$ cat src/rtl/cpu_pkg.sv
// Widths and types shared by the CPU datapath blocks (ALU, decoder, register file).
`timescale 1ns/1ps
package cpu_pkg;

    localparam int unsigned DATA_W     = 16;
    localparam int unsigned REG_ADDR_W = 3;
    localparam int unsigned NUM_REGS   = 2 ** REG_ADDR_W;

    typedef logic [DATA_W-1:0]     data_t;
    typedef logic [REG_ADDR_W-1:0] reg_addr_t;

endpackage

$ cat src/rtl/register_file_read_mux.sv
// Combinational 2^M:1 selector of one N-bit register; shared by the read and inspection ports.
`timescale 1ns/1ps
module register_file_read_mux #(
    parameter int unsigned N = 16,
    parameter int unsigned M = 3
) (
    input  logic [N-1:0] regs [0:(2**M)-1],
    input  logic [M-1:0] sel,
    output logic [N-1:0] data
);

    assign data = regs[sel];

endmodule

$ cat src/rtl/register_file.sv
// General-purpose register file: one synchronous write port, two combinational read ports
// and a gated combinational inspection port.
`timescale 1ns/1ps
module register_file
    import cpu_pkg::*;
#(
    parameter int unsigned N = DATA_W,
    parameter int unsigned M = REG_ADDR_W
) (
    input  logic         Clock,
    input  logic         Reset_n,
    input  logic         Reg_Write,
    input  logic [M-1:0] Reg_write_ad,
    input  logic [N-1:0] Reg_write_data,
    input  logic [M-1:0] Reg_read_ad_1,
    input  logic [M-1:0] Reg_read_ad_2,
    output logic [N-1:0] Reg_read_data_1,
    output logic [N-1:0] Reg_read_data_2,
    input  logic         inr_check,
    input  logic [M-1:0] inr,
    output logic [N-1:0] outvalue
);

    localparam int unsigned NumRegs = 2 ** M;

    logic [N-1:0] regs [0:NumRegs-1];
    logic [N-1:0] inspect_data;

    // Register 0 is ordinary storage, not hardwired to zero.
    always_ff @(posedge Clock or negedge Reset_n) begin
        if (!Reset_n) begin
            for (int i = 0; i < NumRegs; i++) begin
                regs[i] <= '0;
            end
        end else if (Reg_Write) begin
            regs[Reg_write_ad] <= Reg_write_data;
        end
    end

    // No write-to-read bypass: reads see the old value until the capturing edge.
    register_file_read_mux #(
        .N (N),
        .M (M)
    ) u_read_mux_1 (
        .regs (regs),
        .sel  (Reg_read_ad_1),
        .data (Reg_read_data_1)
    );

    register_file_read_mux #(
        .N (N),
        .M (M)
    ) u_read_mux_2 (
        .regs (regs),
        .sel  (Reg_read_ad_2),
        .data (Reg_read_data_2)
    );

    register_file_read_mux #(
        .N (N),
        .M (M)
    ) u_inspect_mux (
        .regs (regs),
        .sel  (inr),
        .data (inspect_data)
    );

    assign outvalue = inr_check ? inspect_data : '0;

endmodule

$ cat config.mk
export PLATFORM = sky130hd
export DESIGN_NAME = register_file
export DESIGN_NICKNAME = d
export VERILOG_FILES = /design/src/rtl/cpu_pkg.sv /design/src/rtl/register_file_read_mux.sv /design/src/rtl/register_file.sv
export SDC_FILE = /design/constraint.sdc
export NUM_CORES = 1
export LEC_CHECK = 0
export ABC_CLOCK_PERIOD_IN_PS = 2700
export CORE_MARGIN = 5
export CORE_UTILIZATION = 55
export DETAILED_ROUTE_END_ITERATION = 7
export GPL_TIMING_DRIVEN = 0
export PLACE_DENSITY = 0.77
export REMOVE_ABC_BUFFERS = 1
export SYNTH_ARGS = -nofsm -noshare
export SYNTH_HDL_FRONTEND = slang
export SYNTH_HIERARCHICAL = 1
export SYNTH_SLANG_ARGS = --single-unit
$ cat constraint.sdc
create_clock -name Clock -period 2.7 [get_ports Clock]
set_input_delay 0.27 -clock Clock [delete_from_list [all_inputs] [get_ports Clock]]
set_output_delay 0.27 -clock Clock [all_outputs]
set_load 0.05 [all_outputs]
# Yosys cells after proc, flatten, opt, wreduce, memory -nomap -nowiden
# Index checks and enable logic that the tools add are counted.
# W data, S select, Z words.
[op_classes] bitwise=4 n_lt_le_gt_ge=5 n_reduce_logical=1 muxes=13
[ops] cell="$bmux W16 S3" count=3
[ops] cell="$bwmux W128" count=1
[ops] cell="$mux W16" count=8
[ops] cell="$demux W16 S3" count=1
[ops] cell="$ge A4 B4 Y1 const B" count=4
[ops] cell="$not A3 Y4" count=4
[ops] cell="$lt A4 B1 Y1 const B" count=1
[ops] cell="$logic_and A1 B1 Y1" count=1
[word_totals] wordCells=31 output_inout_bits=48 regBits=128 in_bits=32

# Longest topological paths before layout
[depth] depth_word=6 depth_mapped=5 mapped_depth_nobuf=3

# Cells and area by module
# Netlist, hierarchy kept.
[by_module_without_submodules] module="register_file" area_per_inst_um2=5018.6 instances=1 seq_area_each_um2=3203.1 cells_each=296
[by_module_without_submodules] module="register_file_read_mux" area_per_inst_um2=1071.0 instances=3 seq_area_each_um2=0.0 cells_each=57

# Worst setup path after synthesis
# No wires, ideal clock.
[synth_timing] path_type="input port to output port" from="input port inr[0]" to="output port outvalue[0]" path_slack_ns=0.809 arrival_ns=1.621 n_path_buf=2 t_required_ns=2.430 stages=5 path_cell_list="buf_6 buf_6 mux4_1 mux2_2 and2_1"
[synth_between] elab_chain_cells=5
[synth_rtl] element="start, declared" line_no="register_file.sv:20" text="input logic [M-1:0] inr,"
[synth_rtl] element="$not A3 Y4 (implied by the code)" line_no="register_file_read_mux.sv:12" text="assign data = regs[sel];"
[synth_rtl] element="$bmux W16 S3" line_no="register_file_read_mux.sv:12"
[synth_rtl] element="$mux W16 (implied by the code) (2 in a row)" line_no="register_file_read_mux.sv:12"
[synth_rtl] element="via inspect_data[0]" line_no="register_file.sv:27" text="logic [N-1:0] inspect_data;"
[synth_rtl] element="$mux W16" line_no="register_file.sv:68" text="assign outvalue = inr_check ? inspect_data : '0;"
[synth_rtl] element="end, declared" line_no="register_file.sv:21" text="output logic [N-1:0] outvalue"
# The timed path passes the listed nets, and every way through them passes these cells. The select of a mux whose other input is x is not followed.

# Worst setup path in the final report
[layout_timing] from="input port Reg_read_ad_1[0]" to="output port Reg_read_data_1[7]"
[layout_between] elab_chain_cells=4
[layout_rtl] element="start, declared" line_no="register_file.sv:15" text="input logic [M-1:0] Reg_read_ad_1,"
[layout_rtl] element="$not A3 Y4 (implied by the code)" line_no="register_file_read_mux.sv:12"
[layout_rtl] element="$bmux W16 S3" line_no="register_file_read_mux.sv:12"
[layout_rtl] element="$mux W16 (implied by the code) (2 in a row)" line_no="register_file_read_mux.sv:12"
[layout_rtl] element="end, declared" line_no="register_file.sv:17" text="output logic [N-1:0] Reg_read_data_1,"
# No other way between the ends. The select of a mux whose other input is x is not followed.

==> results.md <==
* Status: completed
* Max-Slew Margin vs Limit at 21.4%
* Main combinational cell family by area after synthesis: multiplexers
* RSZ-0062 raised after global routing: no
* Clock Path Buffers at 2
* Core Rows at 44
* Gate Count Post-Synth at 467
* Synth cell count leaders: 166 x mux2_2, 128 x dfrtp_1, 84 x mux4_1
* First-pass detailed-route iteration total at 4
* Clock Tree Root: clkbuf_16
* Slew @ Worst Pin at 1.18 ns
* Clock skew at 0 ns
* Initial antenna violation count at 0
* CP arrival at 2.40 ns
* CP peak stage delay at 0.70 ns
* M3 GR Usage at under 10%
* Wirelength per Cell at 26.2 um
* Crit-path leading delay family: buffers and inverters
* Post-Synth Adder-Cell Area at 0%
* Synthesized area at 8230 um^2
* Synth Register Bits at 128
* FFs w/ async S/R, synth at 100%
* Minimum clock period at 2.67 ns
* Worst slack, placed at -0.429 ns
* Final ANT Viol Nets at 0
* Area delta synth->final at 16.6%
* Cell with the most instances after synthesis: mux2_2
* Grt total ovfl at 0
* Hold crit path type: in -> async
* Synth Flop Type: dfrtp_1
* Register area share after synthesis at about 39%
* Biggest register: regs
* Final Cycle Share at 98.9%
* YS warnings at 6
* Top flop regs: regs (128)
* Worst path cell trace: buf_2 -> buf_12 -> mux4_1 -> mux2_2 -> clkdlybuf4s50_1
* Hold_ws at 0.460 ns
* Unique masters post-synth at 17
* Grt met1 use at between 20% and 30%
* Nets at 564
* Startpoint types: primary input
* Final worst setup slack at 0.0290 ns
* DP Cell Count at 696
* Remaining DRCs at 0
* Core region area at 14600 um^2
* Die area at 17500 um^2
* Synth Area in Compound Gates at 0%
* Initial Utilization at between 50% and 60%
* Ratio of cells with drive above 1 in the final layout at 43.0%
* Pwr/cell area at 753 nW/um^2
* CP Capture Type: primary output
* Buffers & Inverters on Critical Path at 3
* Number of antenna diodes at 0
* Fmax at 374 MHz
* Layout Utilization at between 60% and 70%
* Dpl hpwl at 11700 um
* Max reg flops at 128
* Crit path max fanout at 24
* GRT Util Overall at around 22%
* # IOs at 80
* Gp weighted congestion at ~0.75
* Fin Setup TNS at 0 ns
* Max_cap viols at 0
* Port-buffer cells at 79
* CTS H-tree lvls at 4
* Synth Area in Simple Gates at around 2.6%
* Pin count of the biggest net entering global routing at 66
* Non-filler cells, final at a little over 700
* Final setup viols at 0
* Post-synth EDFFs at 0
* Top post-synthesis cells by area: dfrtp_1 39%, mux4_1 27%, mux2_2 23%, mux4_2 3.3%, buf_6 2.3%
* Crit Path Category: in -> out
* Total wire length at 19000 um
* Pins Over Slew Limit at 0
* Largest area contributor in the netlist: dfrtp_1
* Drt first-iter violations at 300
* Die Ht at 132 um
* Vias in the first global route at 5104
* Post-Syn Area per Cell at 17.6 um^2
* Vias/cell at 6.57
* CP Data Required Time at between 2 and 2.5 ns
* CTS Sinks at roughly 130
* DIE WIDTH at between 100 and 150 um
* Final Hold Viols at 0
* GR Util met2 at 37.6%
* Yosys top cell area share at 38.9%
* Top Usage Layer GRT: met2
* Peak supply drop at 0.538 mV
* Critical-path top delay cell: clkdlybuf4s50_1
* Clk slew on worst S/H paths at 0.05 ns
* Filler Cell Count at about 1000
* Lkg Pwr at about 4.2 nW
* CTS tree: yes
* Synth Area in XOR/XNOR at 0%
* First-pass GRT wire length at 29500 um
* CTS buffer count at 17
* Mux contribution to synthesized area at a little over half
* Vias after detailed routing at ~4800
* Worst-Skew Late Latency at 0.41 ns
==> cells in the final DEF, fill, tap and decap left out <==
cell type	count
clkbuf_8	2
nand4b_2	3
nor4b_4	1
buf_4	1
clkbuf_16	17
dlymetal6s2s_1	10
dlygate4sd2_1	27
buf_8	3
mux2_2	166
buf_16	1
nand4_2	1
clkdlybuf4s50_1	33
buf_6	3
clkdlybuf4s15_1	1
buf_12	3
and2_1	16
clkbuf_1	9
mux4_1	84
mux4_2	12
clkinv_2	1
dlygate4sd3_1	1
mux2_4	10
nor4bb_4	3
clkdlybuf4s15_2	1
dfrtp_1	128
buf_2	5
==> where the power goes <==
group | total, mW | internal (mW) | switching, mW | leakage, nW
clock network | 1.93 | 1.20 | 0.731 | 0.238
registers | 2.70 | 2.35 | 0.354 | 1.54
logic | 2.60 | 1.35 | 1.25 | 2.45
==> per-layer routing <==
layer / vias up / wire [um]
met3: 28 / 909
met1: 2508 / 7960
met2: 142 / 9770
li1: 2091 / -
met5: - / 0
met4: 0 / 355
==> stage by stage <==
stage | power (mW) | area (um^2)
6_report | 7.23 | 9600
5_1_grt | 7.55 | 9600
4_1_cts | 7.29 | 9580
3_5_place_dp | 5.40 | 9100
3_3_place_gp | 5.28 | 8930
2_1_floorplan | 4.53 | 7910
==> what timing repair did <==
item                                    CTS  global route
setup buffers                             0             0
endpoints found under the hold margin    64             0
gates resized for setup                  33            10
endpoints found under the setup margin   48            10
hold buffers                              1             0
==> worst paths after layout <==
kind / startpoint / to / slack, ns / cells past startpoint
max: Reg_read_ad_1[0] / Reg_read_data_1[7] / 0.03 / 5
max in group asynchronous: Reset_n / regs[24] / 1.51 / 3
max reg2reg: regs[54] / regs[54] / 1.89 / 1
min: Reset_n / regs[94] / 0.46 / 2
min reg2reg: regs[76] / regs[76] / 0.53 / 1
min in group Clock: regs[76] / regs[76] / 0.53 / 1
==> cell families after synthesis <==
| kind of cell | after synthesis |
|---|---|
| buffers and inverters | 43 |
| flip-flops | 128 |
| multiplexers | 272 |
| AND/OR/NAND/NOR | 24 |
==> area by class of cell <==
type                            instances  area [um^2]  share of cell area [%]
Clock inverter                          1         5.00                  0.0521
Clock buffer                           28          487                    5.07
Timing Repair Buffer                   89          922                    9.61
Tap cell                              184          230                    2.40
Sequential cell                       128         3200                    33.4
Multi-Input combinational cell        296         4750                    49.5
No activity file was read; power rests on OpenSTA's default activity.
